--- src/rtl/i2c_config_sequencer.sv ---
// Boot-time WM8731 configuration sequencer: writes an 8-entry register table through i2c_master.
// Optional I2C_CFG_AUTOSTART_EN: the sequence starts on the first clk edge after reset release.
module i2c_config_sequencer #(
    parameter logic [6:0]  SLAVE_ADDR     = 7'h1A,
    parameter int unsigned MAX_RETRIES    = 3,
    parameter int unsigned GAP_CYCLES     = 4,
    parameter int unsigned TIMEOUT_CYCLES = 64
) (
    input  logic       clk,
    input  logic       reset,
    input  logic       start,
    output logic [6:0] i2c_slav_addr,
    output logic       i2c_read_not_write,
    output logic [7:0] i2c_reg_addr,
    output logic [7:0] i2c_write_data,
    output logic       i2c_write_valid,
    input  logic       i2c_write_ready,
    input  logic       i2c_error,
    output logic       busy,
    output logic       done,
    output logic       fail,
    output logic [2:0] cmd_index
);

    localparam int unsigned RetryW = (MAX_RETRIES > 1) ? $clog2(MAX_RETRIES + 1) : 1;
    localparam int unsigned GapW   = (GAP_CYCLES > 1) ? $clog2(GAP_CYCLES) : 1;
    localparam int unsigned TmoW   = (TIMEOUT_CYCLES > 1) ? $clog2(TIMEOUT_CYCLES) : 1;

    localparam logic [RetryW-1:0] RetryMax = RetryW'(MAX_RETRIES);
    localparam logic [GapW-1:0]   GapLast  = GapW'(GAP_CYCLES - 1);
    localparam logic [TmoW-1:0]   TmoLast  = TmoW'(TIMEOUT_CYCLES - 1);

    typedef enum logic [2:0] {
        StIdle, StReq, StWaitBusy, StWaitDone, StCheck, StGap, StDone, StFail
    } state_e;

    state_e            state_q;
    logic [2:0]        index_q;
    logic [RetryW-1:0] retry_q;
    logic [GapW-1:0]   gap_q;
    logic [TmoW-1:0]   tmo_q;
    logic              err_q;
    logic              busy_q;
    logic              done_q;
    logic              fail_q;
    logic [7:0]        addr_q;
    logic [7:0]        data_q;
    logic              start_go;

    // {reg_addr, write_data}
    function automatic logic [15:0] table_entry(input logic [2:0] idx);
        logic [15:0] e;
        case (idx)
            3'd0:    e = {8'h1E, 8'h00};
            3'd1:    e = {8'h00, 8'h17};
            3'd2:    e = {8'h08, 8'h15};
            3'd3:    e = {8'h0A, 8'h00};
            3'd4:    e = {8'h0C, 8'h00};
            3'd5:    e = {8'h0E, 8'h42};
            3'd6:    e = {8'h10, 8'h00};
            default: e = {8'h12, 8'h01};
        endcase
        return e;
    endfunction

`ifdef I2C_CFG_AUTOSTART_EN
    logic auto_q;

    always_ff @(posedge clk or posedge reset) begin
        if (reset) begin
            auto_q <= 1'b1;
        end else begin
            auto_q <= 1'b0;
        end
    end

    assign start_go = start | auto_q;
`else
    assign start_go = start;
`endif

    always_ff @(posedge clk or posedge reset) begin
        if (reset) begin
            state_q <= StIdle;
            index_q <= 3'd0;
            retry_q <= '0;
            gap_q   <= '0;
            tmo_q   <= '0;
            err_q   <= 1'b0;
            busy_q  <= 1'b0;
            done_q  <= 1'b0;
            fail_q  <= 1'b0;
            addr_q  <= 8'h00;
            data_q  <= 8'h00;
        end else begin
            case (state_q)
                StIdle, StDone, StFail: begin
                    if (start_go) begin
                        state_q          <= StReq;
                        index_q          <= 3'd0;
                        retry_q          <= '0;
                        tmo_q            <= '0;
                        err_q            <= 1'b0;
                        busy_q           <= 1'b1;
                        done_q           <= 1'b0;
                        fail_q           <= 1'b0;
                        {addr_q, data_q} <= table_entry(3'd0);
                    end
                end
                StReq: begin
                    if (i2c_write_ready) begin
                        state_q <= StWaitBusy;
                    end
                end
                StWaitBusy: begin
                    tmo_q <= tmo_q + 1'b1;
                    if (!i2c_write_ready) begin
                        state_q <= StWaitDone;
                    end else if (tmo_q == TmoLast) begin
                        err_q   <= 1'b1;
                        state_q <= StCheck;
                    end
                end
                StWaitDone: begin
                    tmo_q <= tmo_q + 1'b1;
                    // The NACK flag is only valid on the first cycle ready is back.
                    if (i2c_write_ready) begin
                        err_q   <= i2c_error;
                        state_q <= StCheck;
                    end else if (tmo_q == TmoLast) begin
                        err_q   <= 1'b1;
                        state_q <= StCheck;
                    end
                end
                StCheck: begin
                    gap_q <= '0;
                    if (!err_q) begin
                        if (index_q == 3'd7) begin
                            state_q <= StDone;
                            busy_q  <= 1'b0;
                            done_q  <= 1'b1;
                        end else begin
                            index_q <= index_q + 3'd1;
                            retry_q <= '0;
                            state_q <= StGap;
                        end
                    end else if (retry_q < RetryMax) begin
                        retry_q <= retry_q + 1'b1;
                        state_q <= StGap;
                    end else begin
                        state_q <= StFail;
                        busy_q  <= 1'b0;
                        fail_q  <= 1'b1;
                    end
                end
                StGap: begin
                    if (gap_q == GapLast) begin
                        gap_q            <= '0;
                        tmo_q            <= '0;
                        err_q            <= 1'b0;
                        state_q          <= StReq;
                        {addr_q, data_q} <= table_entry(index_q);
                    end else begin
                        gap_q <= gap_q + 1'b1;
                    end
                end
                default: state_q <= StIdle;
            endcase
        end
    end

    assign i2c_slav_addr      = SLAVE_ADDR;
    assign i2c_read_not_write = 1'b0;
    assign i2c_reg_addr       = addr_q;
    assign i2c_write_data     = data_q;
    assign i2c_write_valid    = (state_q == StReq);
    assign busy               = busy_q;
    assign done               = done_q;
    assign fail               = fail_q;
    assign cmd_index          = index_q;

endmodule

--- config.mk ---
export PLATFORM = sky130hd
export DESIGN_NAME = i2c_config_sequencer
export DESIGN_NICKNAME = d
export VERILOG_FILES = /design/src/rtl/i2c_config_sequencer.sv
export SDC_FILE = /design/constraint.sdc
export NUM_CORES = 1
export LEC_CHECK = 0
export CAP_MARGIN = 20
export CELL_PAD_IN_SITES_DETAIL_PLACEMENT = 1
export CELL_PAD_IN_SITES_GLOBAL_PLACEMENT = 2
export CORE_MARGIN = 5
export CORE_UTILIZATION = 33
export DETAILED_ROUTE_END_ITERATION = 10
export PLACE_DENSITY = 0.84
export SLEW_MARGIN = 20
export SYNTH_ARGS = -nofsm -noshare
export SYNTH_HDL_FRONTEND = slang
export SYNTH_SLANG_ARGS = --single-unit
--- constraint.sdc ---
create_clock -name clk -period 5.6 [get_ports clk]
set_clock_uncertainty 0.1 [all_clocks]
set_input_delay 0.84 -clock clk [delete_from_list [all_inputs] [get_ports clk]]
set_output_delay 0.84 -clock clk [all_outputs]
set_load 0.005 [all_outputs]
### After elaboration in Yosys (flattened, before gate mapping)

Index checks and enable logic that the tools add are counted.

| cells by class | value |
|---|---|
| bitwise logic cells | 0 |
| divide/modulo/power cells | 0 |
| add/sub/neg operators | 4 |
| reductions and logical operators | 18 |
| shift-type cells | 0 |
| mux-type cells | 48 |
| magnitude comparators | 1 |
| multiply operators | 0 |
| equal/unequal tests | 29 |

Operators by type and width:

| kind | count |
|---|---|
| one-hot mux 13 bit (7 select lines) | 1 |
| 2-to-1 mux 8 bit | 4 |
| one-hot mux 8 bit (2 select lines) | 2 |
| 2-to-1 mux 3 bit | 10 |
| equality test 3 bit, second input constant | 8 |
| AND reduction 4 bit | 6 |
| one-hot mux 3 bit (6 select lines) | 1 |
| one-hot mux 6 bit (3 select lines) | 1 |
| != test 2 bit, second input constant | 8 |
| 2-to-1 mux 2 bit | 7 |
| 2-to-1 mux 1 bit | 13 |
| equality test 3 x 2 -> 1 bit, second input constant | 4 |
| 2-to-1 mux 6 bit | 2 |
| != test 3 bit, second input constant | 4 |
| AND reduction 3 bit | 3 |
| one-hot mux 2 bit (2 select lines) | 2 |
| adder 6 x 1 -> 6 bit, second input constant | 1 |
| equality test 3 x 1 -> 1 bit, second input constant | 2 |
| equality test 6 bit, second input constant | 1 |
| logical NOT 3 bit | 2 |
| one-hot mux 1 bit (2 select lines) | 3 |
| one-hot mux 3 bit (2 select lines) | 1 |
| nonzero test 2 bit | 3 |
| adder 2 x 1 -> 2 bit, second input constant | 2 |
| other kinds (9) | 9 |

| word-level totals | value |
|---|---|
| memory bits (read-only) | 0 |
| logic and storage cells | 111 |
| bits in latches | 0 |
| memories kept | 0 |
| RAM bits | 0 |
| register bits | 36 |
| input bits | 5 |

### Depth between registers and ports, before layout

Gate-level depths: netlist of the first run.

| depth | value |
|---|---|
| depth in word-level cells | 4 |
| depth in mapped cells | 6 |
| mapped depth without buffers | 6 |

### Least setup slack after synthesis of the first run

Ideal clock, no wire load.

| timing | value |
|---|---|
| path type | input -> register |
| from | in start |
| to | reg tmo_q[5] |
| path buffers | 0 |
| arrival | 1803 ps |
| setup time | 78 ps |
| cell stages on the path | 4 |
| slack | 3619 ps |
| cell sequence | nor3b_2 a211oi_4 or4_1 a21oi_1 |

| on the way | value |
|---|---|
| cells in the longest elaborated chain, start to end | 2 |

Ends and longest elaborated chain:

| item | RTL line | source |
|---|---|---|
| start: declaration | 11 | `input logic start,` |
| != test 2 bit (no line) | n/a |  |
| AND reduction 3 bit (no line) | n/a |  |
| end signal: assignment | 116 | `tmo_q <= tmo_q + 1'b1;` |
| end signal: assignment | 125 | `tmo_q <= tmo_q + 1'b1;` |
| end: declaration | 41 | `logic [TmoW-1:0] tmo_q;` |

No other way between the ends.
A chain may end at the register's enable or synchronous reset.

### Final worst setup path of the first run

| timing | value |
|---|---|
| from | reg state_q[1] |
| to | out i2c_write_valid |

| on the way | value |
|---|---|
| cells in the longest elaborated chain, start to end | 1 |

Ends and longest elaborated chain:

| item | RTL line | source |
|---|---|---|
| start: declaration | 37 | `state_e state_q;` |
| start signal: assignment | 84 | `state_q <= StIdle;` |
| start signal: assignment | 99 | `state_q <= StReq;` |
| start signal: assignment | 112 | `state_q <= StWaitBusy;` |
| equality test 3 x 1 -> 1 bit | 176 | `assign i2c_write_valid = (state_q == StReq);` |
| end: declaration | 16 | `output logic i2c_write_valid,` |

No other way between the ends.

==> results of run 1 <==
==> cell type report <==
| cell class | count | area, um^2 | area share, % |
|---|---|---|---|
| multi-input combinational | 145 | 910.9 | 45.87 |
| sequential | 28 | 700.7 | 35.29 |
| timing repair buffer | 20 | 200.2 | 10.08 |
| tap | 70 | 87.58 | 4.411 |
| clock buffer | 3 | 41.29 | 2.079 |
| clock inverter | 1 | 30.03 | 1.512 |
| inverter | 4 | 15.01 | 0.7561 |
==> through the flow <==
stage          hold slack, ns  utilization [%]
3_3_place_gp           0.3751            37.24
6_report               0.4009            38.63
3_5_place_dp           0.3831            37.24
5_1_grt                0.4159            38.63
2_1_floorplan          0.3538                -
4_1_cts                0.4057            38.63
==> registers in the layout (all words and copies together) (netlist names) <==
signal / count
i2c_write_data: 4
busy: 1
cmd_index: 3
err_q: 1
fail: 1
gap_q: 2
done: 1
tmo_q: 6
retry_q: 2
state_q: 3
i2c_reg_addr: 4
==> layer usage <==
metal | up-vias | GRT usage [%]
met5 | - | 0
met3 | 2 | 2.603
li1 | 665 | -
met1 | 682 | 16.59
met2 | 22 | 20.27
met4 | 0 | 1.961
==> cell usage in the layout, fill, tap and decap left out, drive strengths merged, types with 3 or more instances in the layout <==
cell and instances:
ha 8, nor2 17, o21ai 13, a22o 4, mux2i 3, nand2b 4
nor3b 3, nand2 17, nand3 3, a21oi 9, conb 15, inv 4
o22a 3, dfrtp 28, nor3 3, nor2b 4, a31oi 5, clkbuf 3
clkdlybuf4s50 20, o31ai 3
==> logic make-up after synthesis <==
kind of cell / Yosys count
AO/OA/AOI/OAI: 55
XOR/XNOR: 1
adder cells (fa/ha/maj): 9
buffers and inverters: 29
flip-flops: 28
multiplexers: 3
other: 2
AND/OR/NAND/NOR: 62
==> critical path, stage by stage (launching register included) <==
cell	delay [ns]
dfrtp_1	0.58
nor2_1	0.21
and2_1	0.14
clkdlybuf4s50_1	0.50
==> report_power, final <==
part           internal (W)  switching [W]  total (W)
registers          0.000239      0.0000739   0.000312
logic              0.000136       0.000160   0.000297
clock network     0.0000958      0.0000661   0.000162
==> path summary, 6_finish.rpt <==
| path | slack [ns] | to | depth (start not counted) |
|---|---|---|---|
| hold / removal | 0.40 | busy | 1 |
| max in group asynchronous | 4.16 | state_q[2] | 2 |
| min in group asynchronous | 0.84 | tmo_q[5] | 2 |
| setup / recovery | 2.96 | i2c_write_valid | 3 |
| hold reg to reg | 0.40 | busy | 1 |
| setup reg to reg | 3.45 | tmo_q[5] | 4 |
==> metrics.csv, run 1 <==
metric,value,unit
clock-sinks,28,
synth_top_family_by_area,compound AO/OA/AOI/OAI gates,
netlist_instances,189,
stdcell_count,271,
synth_edf_count,0,
place_congestion,0.7781,
fin_ws,2.958,ns
grt_pass1_wl,6.541,mm
power.density,388.3,mW/mm^2
grt-ovfl-total,0,
wl_met3,150,um
htree_levels,1,
synth_top_area_share,40.11,%
cts_buffers,3,
hold_viol_final,0,
drtIter0Drc,29,
fmax,378.4,MHz
wl_met1,1.928,mm
synth_area_leader_cell,dfrtp_1,
hold_buffers,0,
antenna_found_initial,0,
critPathLaunch,state_q[1],
post_cts_buffers,0,
final_area,0.001986,mm^2
routed_wl,3.879,mm
worstHoldStart,busy,
via_per_inst,5.059,
cts_tree,done,
wl_per_cell,14.31,um
dp_hpwl,2.853,mm
die_h,82.75,um
antenna_cells,0,
synth_compound_area_share,22.42,%
area_delta_synth_final,13.68,%
hold_path_class,reg2reg,
critPathLaunchType,register,
outcome,"complete, no violations",
drive_gt1_share,5.970,%
p_total,0.0007711,W
placed_cells,267,
cts_resized,0,
worstReg2RegStart,state_q[0],
avgSynthCellArea,9.242,um^2
yosys.area_share.adder,6.304,%
rsz0062_at_grt,no,
synth-simple-area-share,17.98,%
drv_slew,0,
worst_ep_arrival_time,1.70,ns
ant_nets,0,
ys_seq_area_share,40.11,%
die_w,82.75,um
grt_pass1_vias,1343,
track_usage,12.21,%
rows,26,
top_layer,met4,
drtPass1Iterations,4,
grt_max_degree,29,
setup_tns,0,ns
postPlaceCellArea,0.001914,mm^2
dp_slack,2.799,ns
synth.area.mux_share,1.719,%
core_area,0.005140,mm^2
setup_viol,0,
die_area,0.006848,mm^2
fillers,623,
crit_fanout,16,
clk_pin_slew,0.09,ns
power_leakage,0.8392,nW
synth.most_common_cell,dfrtp_1,
synth_area,0.001747,mm^2
worstMarginPinSlew,0.6035,ns
yosys_warnings,0,
layout_min_cycle_time,2.642,ns
synth-seq-cells,28,
async_reset_ff_share,100.0,%
portBuffers,20,
synthTopCellsByArea,"dfrtp_1, buf_4, ha_1",
worstPathRequired,4.66,ns
post-route-period-util,47.19,%
yosys-top-cells-count,"dfrtp_1, buf_4, nand2_1, nor2_1, o21ai_0",
synth_xor_area_share,0.5014,%
routed-wl-met2,1.785,mm
critPathCaptureType,output port,
cts_buffer_depth,2,
clk_latency,0.28,ns
vias,1371,
io_pins,36,
nNetsFinal,215,
clock-root-buffer,clkbuf_8,
critical_path_class,reg2out,
synth.distinct_cells,49,
synth_flop_cell,dfrtp_1,
slew_headroom,59.71,%
peakVddDrop,0.0002032,V
start_util,33.98,%
maxCapViolCount,0,
drc,0,
No activity file was read; power rests on OpenSTA's default activity.
==> inputs of run 2 (changes only) <==
--- a/config.mk
+++ b/config.mk
@@ -9,9 +9,9 @@
 export CELL_PAD_IN_SITES_DETAIL_PLACEMENT = 1
 export CELL_PAD_IN_SITES_GLOBAL_PLACEMENT = 2
 export CORE_MARGIN = 5
-export CORE_UTILIZATION = 33
+export CORE_UTILIZATION = 31
 export DETAILED_ROUTE_END_ITERATION = 10
-export PLACE_DENSITY = 0.84
+export PLACE_DENSITY = 0.8
 export SLEW_MARGIN = 20
 export SYNTH_ARGS = -nofsm -noshare
 export SYNTH_HDL_FRONTEND = slang
==> constraint.sdc (replaced) <==
create_clock -name clk -period 2.7 [get_ports clk]
set_clock_uncertainty 0.1 [all_clocks]
set_input_delay 0.405 -clock clk [delete_from_list [all_inputs] [get_ports clk]]
set_output_delay 0.405 -clock clk [all_outputs]
set_load 0.005 [all_outputs]
==> run 2 against run 1 <==
  * Combinational power grew 120%
  * Die area grew 5.7%
  * Core utilization shrank 2.3 points
  * Register-to-register slack lost 2.9 ns
  * Critical path type unchanged
  * Largest cell class unchanged
  * Largest power group is now combinational cells
  * Highest routed layer unchanged
==> metrics.csv, run 2 (synthesis results as in run 1) <==
metric,value,unit,change
die_h,85.06,um,+2.8%
final_common_cell,dfrtp_1,,
hold_viol_final,0,,unchanged
worstMarginPinSlew,0.5567,ns,-0.04682 ns
clock-root-buffer,clkbuf_8,,
wl_per_cell,14.17,um,-1.0%
die_w,85.06,um,+2.8%
nNetsFinal,217,,+0.93%
critPathLaunchType,register,,
vias,1356,,-1.1%
power.density,805.2,mW/mm^2,+110%
fin_ws,0.4705,ns,-2.487 ns
fin_util,36.38,%,-2.3 points
antenna_cells,0,,unchanged
htree_levels,1,,unchanged
hold_buffers,0,,unchanged
peakVddDrop,0.0003276,V,+61%
drive_gt1_share,6.404,%,+0.43 points
drtPass1Iterations,4,,unchanged
ant_nets,0,,unchanged
slew_headroom,62.72,%,+3.0 points
track_usage,11.35,%,-0.87 points
grt_max_degree,29,,unchanged
critPathCaptureType,output port,,
grt_pass1_wl,6.679,mm,+2.1%
hold_path_class,in2async,,
cts_resized,0,,unchanged
worstPathRequired,2.19,ns,-2.47 ns
place_congestion,0.7076,,-9.1%
drc,0,,unchanged
maxCapViolCount,0,,unchanged
rsz0062_at_grt,no,,
cts_buffers,3,,unchanged
clock-sinks,28,,unchanged
crit_fanout,16,,unchanged
dp_hpwl,2.856,mm,+0.13%
critical_path_class,reg2out,,
die_area,0.007235,mm^2,+5.7%
worst_ep_arrival_time,1.72,ns,+0.02 ns
largest_reg_flops,6,,unchanged
fin_hold_ws,0.3830,ns,-0.01782 ns
portBuffers,20,,unchanged
drtIter0Drc,51,,+76%
dp_slack,0.3574,ns,-2.442 ns
clk_latency,0.28,ns,about the same
crit_path_max_incr_delay,0.58,ns,about the same
core_area,0.005507,mm^2,+7.1%
final_cell_mix,"dfrtp_1, clkdlybuf4s50_1, nand2_1, nor2_1, conb_1",,
critPathSlowestCell,dfrtp_1,,
grt-ovfl-total,0,,unchanged
rows,27,,+3.8%
cts_buffer_depth,2,,unchanged
drv_slew,0,,unchanged
grt_pass1_vias,1433,,+6.7%
clk_pin_slew,0.10,ns,about the same
start_util,31.72,%,-2.3 points
area_delta_synth_final,14.68,%,
post-route-period-util,82.57,%,
io_pins,36,,unchanged
setup_viol,0,,unchanged
post_cts_buffers,0,,unchanged
via_per_inst,4.931,,-2.5%
critPathLaunch,state_q[1],,
routed_wl,3.896,mm,+0.44%
layout_min_cycle_time,2.229,ns,
antenna_found_initial,0,,unchanged
outcome,"complete, no violations",,
cts_tree,done,,
worstReg2RegStart,state_q[2],,
fmax,448.5,MHz,
setup_tns,0,ns,unchanged
cp_cell_sequence,nor2_1 > and2_1 > clkdlybuf4s50_1,,
power_leakage,0.8497,nW,+1.3%
top_register,tmo_q,,
[run 2: cell types whose count changed in the layout (fill, tap and decap cells not counted), sizes merged]
cell and delta:
buf +2
[run 2: metrics by stage]
| stage | cells | total power, W | instance area (um^2) |
|---|---|---|---|
| 6_report | 275 | 0.001613 | 2003 |
| 5_1_grt | 275 | 0.001757 | 2003 |
| 4_1_cts | 275 | 0.001641 | 2003 |
| 3_5_place_dp | 271 | 0.001287 | 1932 |
| 3_3_place_gp | 271 | 0.001278 | 1932 |
| 2_1_floorplan | 202 | 0.001128 | 1795 |
[run 2: cell type report]
class	instances	area, um^2
Fill cell	626	3503
Multi-Input combinational cell	145	910.9
Sequential cell	28	700.7
Timing Repair Buffer	22	215.2
Tap cell	72	90.09
Clock buffer	3	41.29
Clock inverter	1	30.03
Inverter	4	15.01
[run 2: worst paths after layout]
path	endpoint	slack, ns	cells after the start
worst min register to register	gap_q[1]	0.40	2
worst max-delay path	i2c_write_valid	0.47	3
min in group clk	gap_q[1]	0.40	2
max in group asynchronous	retry_q[1]	1.85	3
worst min-delay path	i2c_write_data[0]	0.38	3
worst max register to register	tmo_q[5]	0.60	4
[run 2: worst max-delay path: cells and delay by family, from the launching register on]
family                 cells  cell delay (ns)
AND/OR/NAND/NOR            2             0.36
flip-flops                 1             0.58
buffers and inverters      1             0.50
[run 2: power by group]
| part | switching [W] | internal [W] |
|---|---|---|
| combinational | 0.000356 | 0.000294 |
| sequential | 0.000128 | 0.000495 |
| clock | 0.000141 | 0.000199 |
| total | 0.000625 | 0.000988 |
[run 2: metal layers]
layer  global-route usage, %  share of wire, %
met5                       0                 0
met4                   4.317               1.7
met3                   1.553               3.1
met2                   19.49                47
met1                   14.36                48
==> inputs of run 3 (changes only) <==
==> constraint.sdc (replaced) <==
create_clock -name clk -period 2.2 [get_ports clk]
set_clock_uncertainty 0.1 [all_clocks]
set_input_delay 0.33 -clock clk [delete_from_list [all_inputs] [get_ports clk]]
set_output_delay 0.33 -clock clk [all_outputs]
set_load 0.005 [all_outputs]
==> run 3 against run 2 <==
  * Hold slack worse by 0.071 ns
  * Non-clock buffer count increased by 7
  * Via count up 2.1%
  * Wire length about the same
==> metrics.csv, run 3 (synthesis results as in run 1) <==
metric,value,unit,change
outcome,"complete, no violations",,
top_register,tmo_q,,
grt_max_degree,29,,unchanged
htree_levels,1,,unchanged
final_common_cell,dfrtp_1,,
layout_min_cycle_time,2.057,ns,
post-route-period-util,93.52,%,
track_usage,10.91,%,-0.43 points
hold_viol_final,0,,unchanged
nNetsFinal,224,,+3.2%
routed_wl,3.895,mm,about the same
io_pins,36,,unchanged
die_h,85.06,um,unchanged
cts_buffers,3,,unchanged
place_congestion,0.7535,,+6.5%
antenna_cells,0,,unchanged
crit_fanout,10,,-6
drtPass1Iterations,4,,unchanged
clk_pin_slew,0.10,ns,about the same
drive_gt1_share,10.00,%,+3.6 points
cts_tree,done,,
critPathCaptureType,output port,,
fmax,486.1,MHz,
dp_slack,0.1183,ns,-0.2391 ns
clk_latency,0.28,ns,about the same
maxCapViolCount,0,,unchanged
power.density,990.4,mW/mm^2,+23%
critical_path_class,reg2out,,
setup_tns,0,ns,unchanged
grt-ovfl-total,0,,unchanged
vias,1385,,+2.1%
final_cell_mix,"dfrtp_1, clkdlybuf4s50_1, nand2_1, nor2_1, conb_1",,
peakVddDrop,0.0004510,V,+38%
start_util,31.72,%,unchanged
drtIter0Drc,21,,-59%
dp_hpwl,2.879,mm,+0.79%
largest_reg_flops,6,,unchanged
clock-root-buffer,clkbuf_8,,
rsz0062_at_grt,no,,
die_w,85.06,um,unchanged
worstPathRequired,1.77,ns,-0.42 ns
hold_buffers,0,,unchanged
via_per_inst,4.911,,-0.40%
die_area,0.007235,mm^2,unchanged
critPathLaunchType,register,,
core_area,0.005507,mm^2,unchanged
power_leakage,0.8843,nW,+4.1%
worst_ep_arrival_time,1.63,ns,-0.09 ns
clock-sinks,28,,unchanged
portBuffers,20,,unchanged
hold_path_class,in2async,,
rows,27,,unchanged
drv_slew,0,,unchanged
drc,0,,unchanged
area_delta_synth_final,17.76,%,
cts_buffer_depth,2,,unchanged
ant_nets,0,,unchanged
wl_per_cell,13.81,um,-2.5%
setup_viol,0,,unchanged
fin_ws,0.1426,ns,-0.3279 ns
grt_pass1_vias,1385,,-3.3%
antenna_found_initial,0,,unchanged
grt_pass1_wl,6.561,mm,-1.8%
[run 3: path summary, 6_finish.rpt]
path / startpoint / end / slack (ns) / depth (start not counted)
setup / recovery: state_q[1] / i2c_write_valid / 0.14 / 3
min in group clk: gap_q[1] / gap_q[1] / 0.40 / 2
setup reg to reg: tmo_q[0] / state_q[2] / 0.28 / 5
max in group asynchronous: reset / state_q[2] / 1.40 / 3
hold / removal: reset / gap_q[1] / 0.31 / 3
hold reg to reg: gap_q[1] / gap_q[1] / 0.40 / 2
[run 3: stage by stage]
step	hold slack [ns]	std cells	instance area (um^2)	total power (W)	utilization (%)
final	0.3116	282	2057	0.002037	37.36
after global routing	0.3798	282	2057	0.002202	37.36
after CTS	0.3303	282	2056	0.002064	37.33
after detailed placement	0.3827	278	1984	0.001638	36.04
after global placement	0.3751	278	1984	0.001623	36.04
after floorplan	0.2954	202	1795	0.001385	-
[run 3: worst max-delay path: stages, from the launching register on]
cell	delay [ns]
dfrtp_1	0.52
nor2_1	0.18
and2_1	0.14
clkdlybuf4s50_1	0.50
[run 3: repair_timing]
| action | CTS | global route |
|---|---|---|
| endpoints found under the setup margin | 0 | 1 |
| endpoints found under the hold margin | 0 | 0 |
| buffers inserted | 0 | 0 |
| resized for setup | 0 | 1 |
[run 3: area by class of cell]
class / instances / area, um^2
sequential: 28 / 701.9
clock inverter: 1 / 30.03
fill: 635 / 3450
multi-input combinational: 145 / 910.9
clock buffer: 3 / 41.29
tap: 72 / 90.09
inverter: 4 / 15.01
timing repair buffer: 29 / 267.8
[run 3: per-layer routing]
metal	routed length (um)	track usage [%]
met1	1893	14.38
met2	1835	18.50
met3	133	1.650
met4	33	3.022
met5	0	0
[run 3: power by group]
group | internal [W] | switching (W)
clock | 0.000244 | 0.000174
combinational | 0.000406 | 0.000437
sequential | 0.000609 | 0.000167
